### src/rtl/seq_divider_pkg.sv
// Shared types and constants for the iterative restoring divider.
package seq_divider_pkg;

    localparam logic [1:0] OP_DIV  = 2'b00;
    localparam logic [1:0] OP_DIVU = 2'b01;
    localparam logic [1:0] OP_REM  = 2'b10;
    localparam logic [1:0] OP_REMU = 2'b11;

    typedef enum logic [1:0] {
        IDLE = 2'b00,
        CALC = 2'b01,
        FIX  = 2'b10,
        DONE = 2'b11
    } state_e;

    // Iteration counter must reach WIDTH, hence the extra bit.
    function automatic int cnt_width(input int width);
        return $clog2(width) + 1;
    endfunction

endpackage

### src/rtl/seq_divider_div_step.sv
// One radix-2 restoring step: trial-subtract the divisor from the shifted remainder.
module seq_divider_div_step #(
    parameter int WIDTH = 32
) (
    input  logic [WIDTH-1:0] rem_i,
    input  logic             bit_i,
    input  logic [WIDTH-1:0] div_i,
    output logic [WIDTH-1:0] rem_o,
    output logic             q_o
);

    logic [WIDTH:0] trial;

    always_comb begin
        trial = {rem_i, bit_i} - {1'b0, div_i};
        q_o   = ~trial[WIDTH];
        rem_o = q_o ? trial[WIDTH-1:0] : {rem_i[WIDTH-2:0], bit_i};
    end

endmodule

### src/rtl/seq_divider.sv
// Iterative signed/unsigned divider for RISC-V DIV/DIVU/REM/REMU with
// valid/ready handshakes; divide-by-zero resolves on the accept edge.
module seq_divider
    import seq_divider_pkg::*;
#(
    parameter int WIDTH = 32
) (
    input  logic             clk,
    input  logic             rst,
    input  logic             in_valid,
    output logic             in_ready,
    input  logic [WIDTH-1:0] dividend,
    input  logic [WIDTH-1:0] divisor,
    input  logic [1:0]       op,
    output logic             out_valid,
    input  logic             out_ready,
    output logic [WIDTH-1:0] result
);

    localparam int CW = cnt_width(WIDTH);

    state_e           state_q, state_d;
    logic [WIDTH-1:0] quot_q, quot_d;
    logic [WIDTH-1:0] rem_q, rem_d;
    logic [WIDTH-1:0] dvs_q, dvs_d;
    logic [WIDTH-1:0] result_q, result_d;
    logic [CW-1:0]    cnt_q, cnt_d;
    logic             rem_sel_q, rem_sel_d;
    logic             negq_q, negq_d;
    logic             negr_q, negr_d;

    logic             is_signed;
    logic             a_neg, b_neg;
    logic [WIDTH-1:0] step_rem;
    logic             step_q;

    assign is_signed = ~op[0];
    assign a_neg     = is_signed & dividend[WIDTH-1];
    assign b_neg     = is_signed & divisor[WIDTH-1];

    assign in_ready  = (state_q == IDLE);
    assign out_valid = (state_q == DONE);
    assign result    = result_q;

    // The quotient register doubles as the dividend shifter: its MSB feeds the step.
    seq_divider_div_step #(.WIDTH(WIDTH)) u_step (
        .rem_i (rem_q),
        .bit_i (quot_q[WIDTH-1]),
        .div_i (dvs_q),
        .rem_o (step_rem),
        .q_o   (step_q)
    );

    always_comb begin
        state_d   = state_q;
        quot_d    = quot_q;
        rem_d     = rem_q;
        dvs_d     = dvs_q;
        result_d  = result_q;
        cnt_d     = cnt_q;
        rem_sel_d = rem_sel_q;
        negq_d    = negq_q;
        negr_d    = negr_q;

        case (state_q)
            IDLE: begin
                if (in_valid) begin
                    rem_sel_d = op[1];
                    negq_d    = a_neg ^ b_neg;
                    negr_d    = a_neg;
                    quot_d    = a_neg ? -dividend : dividend;
                    dvs_d     = b_neg ? -divisor : divisor;
                    rem_d     = '0;
                    cnt_d     = '0;
                    if (divisor == '0) begin
                        result_d = op[1] ? dividend : '1;
                        state_d  = DONE;
                    end else begin
                        state_d  = CALC;
                    end
                end
            end
            CALC: begin
                rem_d  = step_rem;
                quot_d = {quot_q[WIDTH-2:0], step_q};
                cnt_d  = cnt_q + 1'b1;
                if (cnt_q == CW'(WIDTH - 1)) begin
                    state_d = FIX;
                end
            end
            FIX: begin
                if (rem_sel_q) begin
                    result_d = negr_q ? -rem_q : rem_q;
                end else begin
                    result_d = negq_q ? -quot_q : quot_q;
                end
                state_d = DONE;
            end
            DONE: begin
                if (out_ready) begin
                    state_d = IDLE;
                end
            end
            default: state_d = IDLE;
        endcase
    end

    always_ff @(posedge clk or posedge rst) begin
        if (rst) begin
            state_q   <= IDLE;
            quot_q    <= '0;
            rem_q     <= '0;
            dvs_q     <= '0;
            result_q  <= '0;
            cnt_q     <= '0;
            rem_sel_q <= 1'b0;
            negq_q    <= 1'b0;
            negr_q    <= 1'b0;
        end else begin
            state_q   <= state_d;
            quot_q    <= quot_d;
            rem_q     <= rem_d;
            dvs_q     <= dvs_d;
            result_q  <= result_d;
            cnt_q     <= cnt_d;
            rem_sel_q <= rem_sel_d;
            negq_q    <= negq_d;
            negr_q    <= negr_d;
        end
    end

endmodule

### config.mk
export PLATFORM = sky130hd
export DESIGN_NAME = seq_divider
export DESIGN_NICKNAME = d
export VERILOG_FILES = /design/src/rtl/seq_divider_pkg.sv /design/src/rtl/seq_divider_div_step.sv /design/src/rtl/seq_divider.sv
export SDC_FILE = /design/constraint.sdc
export NUM_CORES = 1
export LEC_CHECK = 0
export CAP_MARGIN = 30
export CORE_MARGIN = 2
export CORE_UTILIZATION = 53
export CTS_BUF_LIST = sky130_fd_sc_hd__clkbuf_8
export CTS_CLUSTER_SIZE = 24
export DETAILED_ROUTE_END_ITERATION = 8
export DONT_BUFFER_PORTS = 1
export PLACE_DENSITY = 0.67
export SYNTH_ARGS = -nofsm -noshare
export SYNTH_HDL_FRONTEND = slang
export SYNTH_SLANG_ARGS = --single-unit
### constraint.sdc
create_clock -name clk -period 9.9 [get_ports clk]
set_input_delay 0.99 -clock clk [delete_from_list [all_inputs] [get_ports clk]]
set_output_delay 0.99 -clock clk [all_outputs]
set_load 0.02 [all_outputs]
Yosys cells after proc, flatten, opt, wreduce, memory -nomap -nowiden
Cells that the tools add are included.

Bits in registers: 139. Bits in latches: 0. Memory bits (writable): 0. Memory bits (read-only): 0. Input bits: 70. Output and inout bits: 34. Logic and storage cells: 57. Memories kept: 0.

Add/sub/neg operators: 6. Multipliers: 0. Div/mod/pow operators: 0. $lt $le $gt $ge: 0. Equality and inequality tests: 8. Shifts and indexed selects: 0. Mux-type cells: 21. Bitwise gates (word level): 5. Reduce and logical (&&, ||, !) cells: 8.

Operator list (number): 32-bit two-way mux (11); 32-bit case mux with 2 select lines (3); 32-bit negation (4); 33-bit by 32-bit subtractor with 33-bit output (1); 32-bit zero test (1); 6-bit case mux with 2 select lines (1); 2-bit two-way mux (4); 2-bit case mux with 4 select lines (1); 6-bit by 1-bit adder with 6-bit output, second input constant (1); 6-bit by 5-bit equality test with 1-bit output, second input constant (1); 6-bit two-way mux (1); 3-bit AND reduction (2); 2-bit equality test, second input constant (2); 2-bit by 1-bit != test with 1-bit output, second input constant (2); 2-bit != test, second input constant (2); 2-bit AND reduction (2); 2-bit nonzero test (2); 1-bit bitwise AND (2); 2-bit by 1-bit equality test with 1-bit output, second input constant (1); 2-bit zero test (1); 1-bit NOT (2); 1-bit bitwise XOR (1).

Longest topological paths before layout
Depth in word-level cells: 5. Mapped depth: 15. Gate-level depth less buffers: 13.

Cells and area by module
A second synthesis with hierarchy kept.

Cells, all modules: 1310. Area total of the unflattened synthesis: 11163.2 µm².

By module, submodules not included: seq_divider (instances 1, cells each 1005, area each 8804.7 µm², sequential area each 3478.3 µm²); seq_divider_div_step (instances 1, cells each 305, area each 2358.5 µm², sequential area each 0.0 µm²).

Least setup slack after synthesis
OpenSTA, ideal clock, no wires.

Path type: input -> register. From: input divisor[19]. To: register result_q[24] (netlist: result[24]). Setup time: 0.121 ns. Arrival time: 3.184 ns. Data required time: 9.779 ns. Path slack: 6.595 ns. Stages on the path: 7. Buffers on the path: 1. Cells stage by stage: or4_1 or4_1 or2_1 or3_4 a2bb2oi_2 buf_6 a22o_1.

Longest elaborated chain between the ends: 3.

Ends and longest elaborated chain: start, declared (RTL line seq_divider.sv:13) `input logic [WIDTH-1:0] divisor,`; 32-bit zero test (RTL line seq_divider.sv:75) `if (divisor == '0) begin`; 2-bit by 1-bit != test with 1-bit output (no source line); 3-bit AND reduction (no source line); end signal, assigned (RTL line seq_divider.sv:124) `result_q <= result_d;`; end, declared (RTL line seq_divider.sv:26) `logic [WIDTH-1:0] result_q, result_d;`.

Every way passes these cells. A chain may end at the register's enable or synchronous reset.

Final worst setup path
From: register quot_q[31]. To: register rem_q[5].

Longest elaborated chain between the ends: 3.

Ends and longest elaborated chain: start, declared (RTL line seq_divider.sv:23) `logic [WIDTH-1:0] quot_q, quot_d;`; start signal, assigned (RTL line seq_divider.sv:121) `quot_q <= quot_d;`; 33-bit by 32-bit subtractor with 33-bit output (RTL line seq_divider_div_step.sv:15) `trial = {rem_i, bit_i} - {1'b0, div_i};`; 32-bit two-way mux (RTL line seq_divider_div_step.sv:17) `rem_o = q_o ? trial[WIDTH-1:0] : {rem_i[WIDTH-2:0], bit_i};`; 32-bit case mux with 2 select lines (RTL line seq_divider.sv:65) `case (state_q)`; end signal, assigned (RTL line seq_divider.sv:122) `rem_q <= rem_d;`; end, declared (RTL line seq_divider.sv:24) `logic [WIDTH-1:0] rem_q, rem_d;`.

Every way passes these cells.

==> flow_metrics.env <==
export IMPL_run_status="complete, no violations"
export IMPL_max_cap_violations=0
export IMPL_fin_tns_setup_ns=0
export IMPL_core_area_um2=19500
export IMPL_ir_drop_worst_case_vdd_v=0.000163
export IMPL_most_frequently_used_flop_master_after_synthesis="sky130_fd_sc_hd__dfrtp_1"
export IMPL_worstMarginPinSlew_ns=0.967
export IMPL_yosysUniqueCellTypes=68
export IMPL_synth_edff_count=0
export IMPL_htree_levels=4
export IMPL_timing_reg2reg_worst_path_depth=14
export IMPL_start_util_pct=54.2
export IMPL_setup_repair_after_global_routing_missed_its_margin="no"
export IMPL_hold_worst_slack_ns=0.444
export IMPL_cp_data_arrival_time_ns=4.36
export IMPL_placement_rows=51
export IMPL_routed_via_density=5.86
export IMPL_cts_hold_bufs=0
export IMPL_io_pins=104
export IMPL_synth_simple_gate_area_share_pct=18.9
export IMPL_insertedDiodeCount=0
export IMPL_first_pass_grt_wire_length_um=43800
export IMPL_grt_usage_pct=25.2
export IMPL_die_width_um=145
export IMPL_yosys_area_share_adder_pct=5.03
export IMPL_synth_area_mux_share_pct=2.29
export IMPL_num_fill_cells=1846
export IMPL_clk_insertion_delay_late_ns=0.45
export IMPL_place_hpwl_um=19700
export IMPL_die_h_um=145
export IMPL_number_of_instances_in_the_synthesized_netlist=1311
export IMPL_port_buffer_count=0
export IMPL_critPathLaunchType="register"
export IMPL_total_power_mw=4.03
export IMPL_setup_viol=0
export IMPL_timing_critical_path_to="rem_q[5]$_DFFE_PP0P_"
export IMPL_synth_compound_area_share_pct=23.8
export IMPL_antenna_found_initial=0
export IMPL_share_comb_of_total_power_pct=58.2
export IMPL_cts_post_setup_buffers_inserted=0
export IMPL_die_area_um2=21100
export IMPL_syn_nets=1423
export IMPL_worstReg2RegEnd="rem_q[5]$_DFFE_PP0P_"
export IMPL_tritoncts="done"
export IMPL_start_to_end_type_of_the_worst_setup_path="register to register"
export IMPL_grt_pass1_vias=8471
export IMPL_worst_setup_path_startpoint="quot_q[31]$_DFFE_PP0P_"
export IMPL_synthesis_area_per_instance_um2=8.08
export IMPL_synth_cell_area_um2=10600
export IMPL_timing_critical_path_to_type="register"
export IMPL_synth_yosys_seq_area_share_pct=32.8
export IMPL_timing_hold_worst_class="primary input to async pin"
export IMPL_ctsLongestPathBuffers=2
export IMPL_switching_power_mw=1.99
export IMPL_cp_max_fo=29
export IMPL_seq_power_share_pct=29.7
export IMPL_overflow=0
export IMPL_combinational_family_with_the_most_area_after_synthesis="compound AO/OA/AOI/OAI gates"
export IMPL_final_clock_period_utilization_by_the_worst_path_pct=40.1
export IMPL_synthesized_area_fraction_occupied_by_xor_and_xnor_cells_pct=12.2
export IMPL_final_antenna_net_count=0
export IMPL_skew_ns=0.00869
export IMPL_clk_transition_reported_paths_ns=0.08
export IMPL_yosysTopAreaCellShare_pct=32.8
export IMPL_route_detailed_drc=0
export IMPL_leakage_nw=4.86
export IMPL_power_switching_share_pct=49.5
export IMPL_max_clock_freq_mhz=252
export IMPL_post_cts_resized_instances=0
export IMPL_yosys_top_cells_count="sky130_fd_sc_hd__nand2_1 (191), sky130_fd_sc_hd__o21ai_0 (171), sky130_fd_sc_hd__dfrtp_1 (139)"
export IMPL_root_buffer="sky130_fd_sc_hd__clkbuf_8"
export IMPL_internal_power_mw=2.03
export IMPL_drt_wl_total_um=26500
export IMPL_final_util_pct=57.4
export IMPL_crit_reg2reg_launch="quot_q[31]$_DFFE_PP0P_"
export IMPL_design_final_nets=1389
export IMPL_postPlaceCellArea_um2=10800
export IMPL_hold_viol_final=0
export IMPL_drt_iter0_markers=646
export IMPL_synthMostInstantiatedCell="sky130_fd_sc_hd__nand2_1"
export IMPL_route_vias_total=9108
export IMPL_maxSlewHeadroom_pct=35.5
export IMPL_timing_final_max_slew_violations=0
export IMPL_period_needed_ns=3.97
export IMPL_cts_buffers_inserted=17
export IMPL_stdcell_area_um2=11200
export IMPL_tritoncts_num_sinks=139
export IMPL_synth_largest_area_cell="sky130_fd_sc_hd__dfrtp_1"
export IMPL_clock_power_share_pct=12.1
export IMPL_async_flop_share_pct=100
export IMPL_yosys_register_bits=139
export IMPL_grt_start_max_net_pins=74
export IMPL_synthesis_yosys_warnings=0
export IMPL_layout_drive_gt1_share_pct=5.35
export IMPL_gp_congestion=0.874
export IMPL_detailedRoute_firstPassIterationCount=5
export IMPL_required_time_worst_endpoint_ns=10.29
export IMPL_yosys_top_cells_area="sky130_fd_sc_hd__dfrtp_1 (33%), sky130_fd_sc_hd__o21ai_0 (8.1%), sky130_fd_sc_hd__nand2_1 (6.8%)"
export IMPL_route_detailed_wl_per_inst_um=17.0
export IMPL_area_overhead_of_the_layout_relative_to_synthesis_pct=5.87
export IMPL_power_density_cell_area_nw_per_um2=359
export IMPL_timing_reg2reg_setup_slack_ns=5.93
## worst min-delay path by stage
stage          slack (ns)                  start                    end  depth (start not counted)
3_5_place_dp         0.47  dvs_q[28]$_DFFE_PP0P_  dvs_q[28]$_DFFE_PP0P_                          2
3_3_place_gp         0.46  dvs_q[19]$_DFFE_PP0P_  dvs_q[19]$_DFFE_PP0P_                          2
6_report             0.44                    rst  result[8]$_DFFE_PP0P_                          1
4_1_cts              0.44                    rst  result[8]$_DFFE_PP0P_                          1
5_1_grt              0.46                    rst  result[8]$_DFFE_PP0P_                          1
2_1_floorplan        0.45  dvs_q[10]$_DFFE_PP0P_  dvs_q[10]$_DFFE_PP0P_                          2
## metrics by stage
stage                     instances  worst slack [ns]
after floorplan                1311              5.19
after global placement         1522              6.03
after detailed placement       1523              5.97
after CTS                      1555              5.93
after global routing           1555              5.70
final                          1555              5.93
## area by class of cell
| cell class | instances | area [um2] | share of cell area [%] |
|---|---|---|---|
| clock buffer | 19 | 262 | 2.33 |
| sequential | 139 | 3480 | 31.0 |
| multi-input combinational | 1043 | 6630 | 59.1 |
| tap | 265 | 332 | 2.96 |
| timing repair buffer | 15 | 133 | 1.18 |
| inverter | 61 | 234 | 2.09 |
| clock inverter | 13 | 150 | 1.34 |
## layer usage
layer | GRT usage [%] | part of all wire, % | up-vias
li1 | - | - | 4575
met1 | 36.8 | 49 | 4221
met2 | 38.1 | 43 | 285
met3 | 5.27 | 6.5 | 27
met4 | 6.76 | 1.6 | 0
met5 | 0 | 0 | -
## power groups by stage
stage | clock network [mW] | registers, mW | logic [mW]
floorplan | 0 | 1.07 | 1.94
global placement | 0 | 1.19 | 2.29
detailed placement | 0 | 1.20 | 2.32
CTS | 0.497 | 1.19 | 2.33
global route | 0.521 | 1.24 | 2.62
finish | 0.487 | 1.20 | 2.34
## flip-flops by register name, summed over array words and instances (netlist names)
signal	flops
dvs_q	32
quot_q	32
rem_q	32
result	32
cnt_q	6
state_q	2
negq_q	1
negr_q	1
rem_sel_q	1
## critical path, cell delays in order, from the launching register on
cell and delay [ns]:
sky130_fd_sc_hd__dfrtp_1 0.36, sky130_fd_sc_hd__inv_1 0.10, sky130_fd_sc_hd__ha_1 0.23, sky130_fd_sc_hd__fa_1 0.40
sky130_fd_sc_hd__nor2b_1 0.13, sky130_fd_sc_hd__o21ai_0 0.11, sky130_fd_sc_hd__a21oi_1 0.31, sky130_fd_sc_hd__o21ai_1 0.20
sky130_fd_sc_hd__a21oi_2 0.24, sky130_fd_sc_hd__o21ai_0 0.16, sky130_fd_sc_hd__a311o_1 0.37, sky130_fd_sc_hd__xnor2_2 0.16
sky130_fd_sc_hd__buf_4 0.26, sky130_fd_sc_hd__nor2_1 0.60, sky130_fd_sc_hd__a221o_1 0.28
## cells by family after synthesis
| family | after synthesis |
|---|---|
| AO/OA/AOI/OAI | 412 |
| XOR/XNOR | 148 |
| AND/OR/NAND/NOR | 417 |
| flip-flops | 139 |
| adder cells (fa/ha/maj) | 42 |
| buffers and inverters | 129 |
| multiplexers | 24 |
## layout by cell type, fill, tap and decap left out, types with 19 or more instances in the layout
master / synthesis / layout
sky130_fd_sc_hd__o31ai_1: 26 / 26
sky130_fd_sc_hd__o21ai_0: 171 / 170
sky130_fd_sc_hd__ha_1: 41 / 41
sky130_fd_sc_hd__inv_1: 61 / 61
sky130_fd_sc_hd__xor2_1: 73 / 73
sky130_fd_sc_hd__mux2i_1: 22 / 22
sky130_fd_sc_hd__nand2_1: 191 / 190
sky130_fd_sc_hd__nor3_1: 26 / 26
sky130_fd_sc_hd__a21oi_1: 69 / 69
sky130_fd_sc_hd__o21ai_1: 24 / 24
sky130_fd_sc_hd__clkbuf_8: 0 / 19
sky130_fd_sc_hd__nor2_1: 80 / 80
sky130_fd_sc_hd__xnor2_1: 75 / 74
sky130_fd_sc_hd__dfrtp_1: 139 / 139
(Power assumes the default switching activity.)
